## src/rtl/mem_if_pkg.sv

```systemverilog
// Shared types and constants for the block-RAM bus master.
// Word accesses are compiled in only when MEM_WORD_EN is defined (see mem_bus_master).
package mem_if_pkg;

  localparam int ADDR_W = 8;
  localparam int DATA_W = 8;

  typedef enum logic [2:0] {
    IDLE,
    SETUP,
    STROBE_H,
    STROBE_L,
    DONE
  } state_e;

  typedef struct packed {
    logic                  write;
    logic                  word;
    logic [ADDR_W-1:0]     addr;
    logic [2*DATA_W-1:0]   wdata;
  } mem_op_t;

endpackage

```

## src/rtl/mem_strobe_gen.sv

```systemverilog
// Phase counter for the RAM step strobe: a down-counter loaded with the high or
// low phase length, reporting phase_done_o on its terminal count.
module mem_strobe_gen #(
  parameter int STROBE_HIGH = 4,
  parameter int STROBE_LOW  = 4
) (
  input  logic clk_qzt,
  input  logic rst_n,
  input  logic load_high_i,
  input  logic load_low_i,
  output logic phase_done_o
);

  localparam int MAX_PH = (STROBE_HIGH > STROBE_LOW) ? STROBE_HIGH : STROBE_LOW;
  localparam int CNT_W  = (MAX_PH > 1) ? $clog2(MAX_PH) : 1;

  logic [CNT_W-1:0] cnt_q, cnt_d;

  always_ff @(posedge clk_qzt or negedge rst_n) begin
    if (!rst_n) cnt_q <= '0;
    else        cnt_q <= cnt_d;
  end

  // Loaded with N-1 so the phase lasts exactly N cycles including the terminal one.
  always_comb begin
    cnt_d = cnt_q;
    if (load_high_i)       cnt_d = CNT_W'(STROBE_HIGH - 1);
    else if (load_low_i)   cnt_d = CNT_W'(STROBE_LOW - 1);
    else if (cnt_q != '0)  cnt_d = cnt_q - 1'b1;
  end

  assign phase_done_o = (cnt_q == '0);

endmodule

```

## src/rtl/mem_bus_master.sv

```systemverilog
// CPU-side initiator for the 256-byte block RAM: byte/word accesses over req/ack.
// Define MEM_WORD_EN to enable 16-bit word accesses; otherwise every access is a byte.
module mem_bus_master
  import mem_if_pkg::*;
#(
  parameter int STROBE_HIGH = 4,
  parameter int STROBE_LOW  = 4
) (
  input  logic                  clk_qzt,
  input  logic                  rst_n,
  input  logic                  req,
  input  logic                  op_write,
  input  logic                  op_word,
  input  logic [ADDR_W-1:0]     req_addr,
  input  logic [2*DATA_W-1:0]   req_wdata,
  output logic                  ack,
  output logic                  busy,
  output logic [2*DATA_W-1:0]   rdata,
  output logic                  mem_en,
  output logic                  mem_clk,
  output logic                  mem_write_en,
  output logic [ADDR_W-1:0]     mem_addr,
  output logic [DATA_W-1:0]     mem_data_in,
  input  logic [DATA_W-1:0]     mem_data_out
);

  state_e               state_q, state_d;
  mem_op_t              op_q, op_d;
  logic                 byte_idx_q, byte_idx_d;
  logic [DATA_W-1:0]    byte0_q, byte0_d;
  logic [2*DATA_W-1:0]  rdata_q, rdata_d;
  logic [ADDR_W-1:0]    addr_q, addr_d;
  logic [DATA_W-1:0]    din_q, din_d;
  logic                 ack_q, ack_d;
  logic                 busy_q, busy_d;
  logic                 en_q, en_d;
  logic                 mclk_q, mclk_d;
  logic                 we_q, we_d;
  logic                 load_high, load_low, phase_done;
  logic                 word_ok;

`ifdef MEM_WORD_EN
  assign word_ok = op_word;
`else
  assign word_ok = op_word & 1'b0;
`endif

  mem_strobe_gen #(
    .STROBE_HIGH (STROBE_HIGH),
    .STROBE_LOW  (STROBE_LOW)
  ) u_strobe (
    .clk_qzt      (clk_qzt),
    .rst_n        (rst_n),
    .load_high_i  (load_high),
    .load_low_i   (load_low),
    .phase_done_o (phase_done)
  );

  always_ff @(posedge clk_qzt or negedge rst_n) begin
    if (!rst_n) begin
      state_q    <= IDLE;
      op_q       <= '0;
      byte_idx_q <= 1'b0;
      byte0_q    <= '0;
      rdata_q    <= '0;
      addr_q     <= '0;
      din_q      <= '0;
      ack_q      <= 1'b0;
      busy_q     <= 1'b0;
      en_q       <= 1'b0;
      mclk_q     <= 1'b0;
      we_q       <= 1'b0;
    end else begin
      state_q    <= state_d;
      op_q       <= op_d;
      byte_idx_q <= byte_idx_d;
      byte0_q    <= byte0_d;
      rdata_q    <= rdata_d;
      addr_q     <= addr_d;
      din_q      <= din_d;
      ack_q      <= ack_d;
      busy_q     <= busy_d;
      en_q       <= en_d;
      mclk_q     <= mclk_d;
      we_q       <= we_d;
    end
  end

  always_comb begin
    state_d    = state_q;
    op_d       = op_q;
    byte_idx_d = byte_idx_q;
    byte0_d    = byte0_q;
    rdata_d    = rdata_q;
    load_high  = 1'b0;
    load_low   = 1'b0;
    case (state_q)
      IDLE: begin
        if (req) begin
          op_d       = '{write: op_write, word: word_ok, addr: req_addr, wdata: req_wdata};
          byte_idx_d = 1'b0;
          state_d    = SETUP;
        end
      end
      SETUP: begin
        load_high = 1'b1;
        state_d   = STROBE_H;
      end
      STROBE_H: begin
        if (phase_done) begin
          load_low = 1'b1;
          state_d  = STROBE_L;
        end
      end
      STROBE_L: begin
        if (phase_done) begin
          if (op_q.word && !byte_idx_q) begin
            byte0_d    = mem_data_out;
            byte_idx_d = 1'b1;
            state_d    = SETUP;
          end else begin
            // rdata only changes on the edge into DONE so it stays stable between acks.
            rdata_d = op_q.word ? {mem_data_out, byte0_q} : {{DATA_W{1'b0}}, mem_data_out};
            state_d = DONE;
          end
        end
      end
      DONE:    state_d = IDLE;
      default: state_d = IDLE;
    endcase
  end

  // Outputs are decoded from the next state and registered, so the strobe is glitch-free.
  always_comb begin
    ack_d  = (state_d == DONE);
    busy_d = (state_d != IDLE);
    en_d   = (state_d == SETUP) || (state_d == STROBE_H) || (state_d == STROBE_L);
    mclk_d = (state_d == STROBE_H);
    we_d   = en_d && op_d.write;
    addr_d = addr_q;
    din_d  = din_q;
    if (state_d == SETUP) begin
      addr_d = op_d.addr + ADDR_W'(byte_idx_d);
      din_d  = byte_idx_d ? op_d.wdata[2*DATA_W-1:DATA_W] : op_d.wdata[DATA_W-1:0];
    end
  end

  assign ack          = ack_q;
  assign busy         = busy_q;
  assign rdata        = rdata_q;
  assign mem_en       = en_q;
  assign mem_clk      = mclk_q;
  assign mem_write_en = we_q;
  assign mem_addr     = addr_q;
  assign mem_data_in  = din_q;

endmodule

```

## config.mk

```make
export PLATFORM = sky130hd
export DESIGN_NAME = mem_bus_master
export DESIGN_NICKNAME = d
export VERILOG_FILES = /design/src/rtl/mem_if_pkg.sv /design/src/rtl/mem_strobe_gen.sv /design/src/rtl/mem_bus_master.sv
export SDC_FILE = /design/constraint.sdc
export NUM_CORES = 1
export LEC_CHECK = 0
export BUFFER_PORTS_ARGS = -buffer_cell sky130_fd_sc_hd__buf_2
export CORE_UTILIZATION = 25
export DETAILED_ROUTE_END_ITERATION = 8
export PLACE_DENSITY = 0.49
export SYNTH_ARGS = -nofsm -noshare
export SYNTH_HDL_FRONTEND = slang
export SYNTH_SLANG_ARGS = --single-unit
```

## constraint.sdc

```tcl
create_clock -name clk_qzt -period 4.2 [get_ports clk_qzt]
set_input_delay 0.21 -clock clk_qzt [delete_from_list [all_inputs] [get_ports clk_qzt]]
set_output_delay 0.21 -clock clk_qzt [all_outputs]
set_load 0.005 [all_outputs]
```

==> impl_metrics.ini <==
[placement]
place_congestion = 0.6690
dp_slack_ns = 1.783
io_buffers = 56
dpl.hpwl_um = 2201

[floorplanning]
die-area_mm2 = 0.006981
core_mm2 = 0.006386
start_util_pct = 26.04
die_h_um = 83.56
fp-row-count = 29
ioPinCount = 74
die_width_um = 83.56

[worst_hold_path]
hold_class = input pin to async pin

[drt]
highest_layer = met4
dr.pass1.iters = 4
ant_nets = 0
met1_length_um = 1572
vias_per_cell = 4.306
wl_per_cell_um = 11.05
via_count = 1253
wirelength_um = 3215
drt_iter0_markers = 46
wl_met3_um = 192
wl_met2_um = 1424
drcViolationCount = 0

[worst_setup_path]
cpPeakStageDelay_ns = 0.74
critPathTopFamily = simple AND/OR/NAND/NOR gates
worstPathMaxFanout = 25
crit_chain = or4b_4, and2_1, ha_1, ha_1, nand3_1, xor2_1, o21ai_0
path_class = register to register
worstPathRequired_ns = 4.36
start_kind = register
cp.arrival_ns = 2.58
crit_top_cell = ha_1
crit_path_end_kind = register
critical_path_buf_inv_count = 0
crit_slowest_cell = or4b_4

[global_route]
grt_pass1_wl_um = 5609
grt_pass1_vias = 1202
antenna_found_initial = 0
grt_overflow_total = 0
gr-usage-all-layers_pct = 10.04
grt_max_degree = 39

[cts]
htree_levels = 2
clock_path_buffers = 2
cts_resized = 0
path_clk_slew_ns = 0.08
cts_root_buf = clkbuf_8
tritoncts = done
clk_latency_ns = 0.28
cts_buffers = 5
cts_setup_buffers = 0
clock_sinks = 38
cts_hold_buf = 0

[logic_synthesis]
synth_cell_types = 30
yosys-top-cells-area = dfrtp_1 57%, nand2_1 9.9%, mux2_2 6.1%
synth_top_family_by_area = simple AND/OR/NAND/NOR gates
synthFlopType = dfrtp_1
synth_seq_cells = 38
synth-compound-area-share_pct = 5.643
async_flop_share_pct = 100.0
seq_area_frac_synth_pct = 57.19
avgSynthCellArea_um2 = 10.52
synth_area_leader_cell = dfrtp_1
muxShareOfSynthArea_pct = 6.095
synthTopCellsByCount = 44 x nand2_1, 38 x dfrtp_1, 9 x mux2_2, 8 x buf_4, 7 x nand3_1
synth_xor_area_share_pct = 2.634
synthSimpleGateAreaFrac_pct = 18.89
synth_most_common_cell = nand2_1
yosys_warnings = 0
syn_inst = 158
synthAdderAreaFrac_pct = 2.257
synth_top_cell_area_share_pct = 57.19
synthesis.area_mm2 = 0.001663
synth_edf_count = 0

[finish]
layout-drive-gt1-share_pct = 35.51
num_antenna_cells = 0
synthToLayoutAreaGrowth_pct = 25.51
fin_nets = 253

[timing]
worstMarginPinSlew_ns = 0.8818
slew-limit-headroom_pct = 41.21
period_share_pct = 57.51
timing_hold_violations_final = 0
drv_slew = 0
fin_ws_ns = 1.785
skew_ns = 0.004586
period_minus_slack_ns = 2.415
setup-violations-final = 0
tns_ns = 0
rsz0062_at_grt = no
clock.fmax_mhz = 414.0

[pwr]
power_frac_comb_pct = 32.3
power_frac_clock_pct = 22.7
p_leak_uw = 0.001070
power.switching_uw = 435.1
intPower_uw = 942.1
power_uw = 1377
power_frac_seq_pct = 45.0
peakVddDrop_mv = 0.2737
swShare_pct = 31.59
pwr_density_cell_mw_per_mm2 = 659.9

[flow_run]
max_cap_violations = 0

[status]
status = complete, no violations
[final cells by class]
| class | instances | area, µm² |
|---|---|---|
| inverter | 3 | 11.26 |
| fill | 656 | 4299 |
| timing repair buffer | 57 | 287.8 |
| clock inverter | 3 | 45.04 |
| sequential | 38 | 950.9 |
| multi-input combinational | 108 | 626.9 |
| tap | 77 | 96.34 |
| clock buffer | 5 | 68.82 |
[registers in the layout (all words and copies together) (netlist names)]
name	count
mem_addr	8
mem_data_in	8
rdata	8
op_q	3
state_q	3
u_strobe.cnt_q	2
ack	1
busy	1
byte_idx_q	1
mem_clk	1
mem_en	1
mem_write_en	1
[power groups by stage]
stage | clock [µW] | combinational, µW | sequential (µW)
finish | 313 | 445 | 620
global route | 336 | 513 | 645
CTS | 330 | 456 | 623
detailed placement | 0 | 455 | 627
global placement | 0 | 454 | 625
floorplan | 0 | 281 | 620
[worst reg2reg max path, stage by stage (launching register included)]
cell	delay, ns
dfrtp_1	0.51
or4b_4	0.74
and2_1	0.25
ha_1	0.23
ha_1	0.24
nand3_1	0.11
xor2_1	0.14
o21ai_0	0.08
[path summary, 6_finish.rpt]
path / start / endpoint / slack, ns / cells past startpoint
setup / recovery: state_q[2] / mem_addr[4] / 1.78 / 7
hold / removal: rst_n / mem_data_in[7] / 0.02 / 1
setup reg to reg: state_q[2] / mem_addr[4] / 1.78 / 7
hold reg to reg: mem_data_in[2] / mem_data_in[2] / 0.48 / 2
max in group asynchronous: rst_n / u_strobe.cnt_q[0] / 3.61 / 1
min in group clk_qzt: req_wdata[2] / mem_data_in[2] / 0.11 / 3
[per-layer routing]
| metal | vias up | global-route usage, % |
|---|---|---|
| li1 | 623 | - |
| met1 | 584 | 13.78 |
| met2 | 44 | 14.90 |
| met3 | 2 | 2.770 |
| met4 | 0 | 4.160 |
| met5 | - | 0 |
[stage by stage]
stage               area (µm²)  hold WS (ns)  instances  util (%)
floorplan                 1689      -0.08559        165         -
global placement          1973        0.3928        283     30.90
detailed placement        1973        0.3883        283     30.90
CTS                       2087       0.07669        291     32.68
global route              2087        0.1011        291     32.68
finish                    2087       0.02476        291     32.68
[cell families (layout without fill, tap and decap cells)]
family / after synthesis / after routing
mux: 9 / 9
simple gates: 69 / 69
flops: 38 / 38
compound gates: 14 / 14
other cells: 1 / 8
xor+xnor: 5 / 5
buf+inv: 19 / 68
fa+ha+maj: 3 / 3
[cells in the final DEF (no fill, tap or decap)]
master and n:
buf_2 56, nand2_1 44, dfrtp_1 38, mux2_2 9
conb_1 8, nand3_1 7, clkbuf_8 5, nor2_1 4
xor2_1 4, o211ai_1 4, o21ai_0 4, inv_1 3
o21a_1 3, or4_1 3, ha_1 3, nor3_1 2
nand2b_1 2, clkinvlp_4 2, nor4b_2 1, or4b_4 1
and2_1 1, a22oi_1 1, and3_1 1, or3_1 1
nor2b_1 1, a21oi_1 1, nand4_1 1, o221ai_1 1
xnor2_1 1, bufinv_16 1, buf_4 1
No activity file was read; power rests on OpenSTA's default activity.
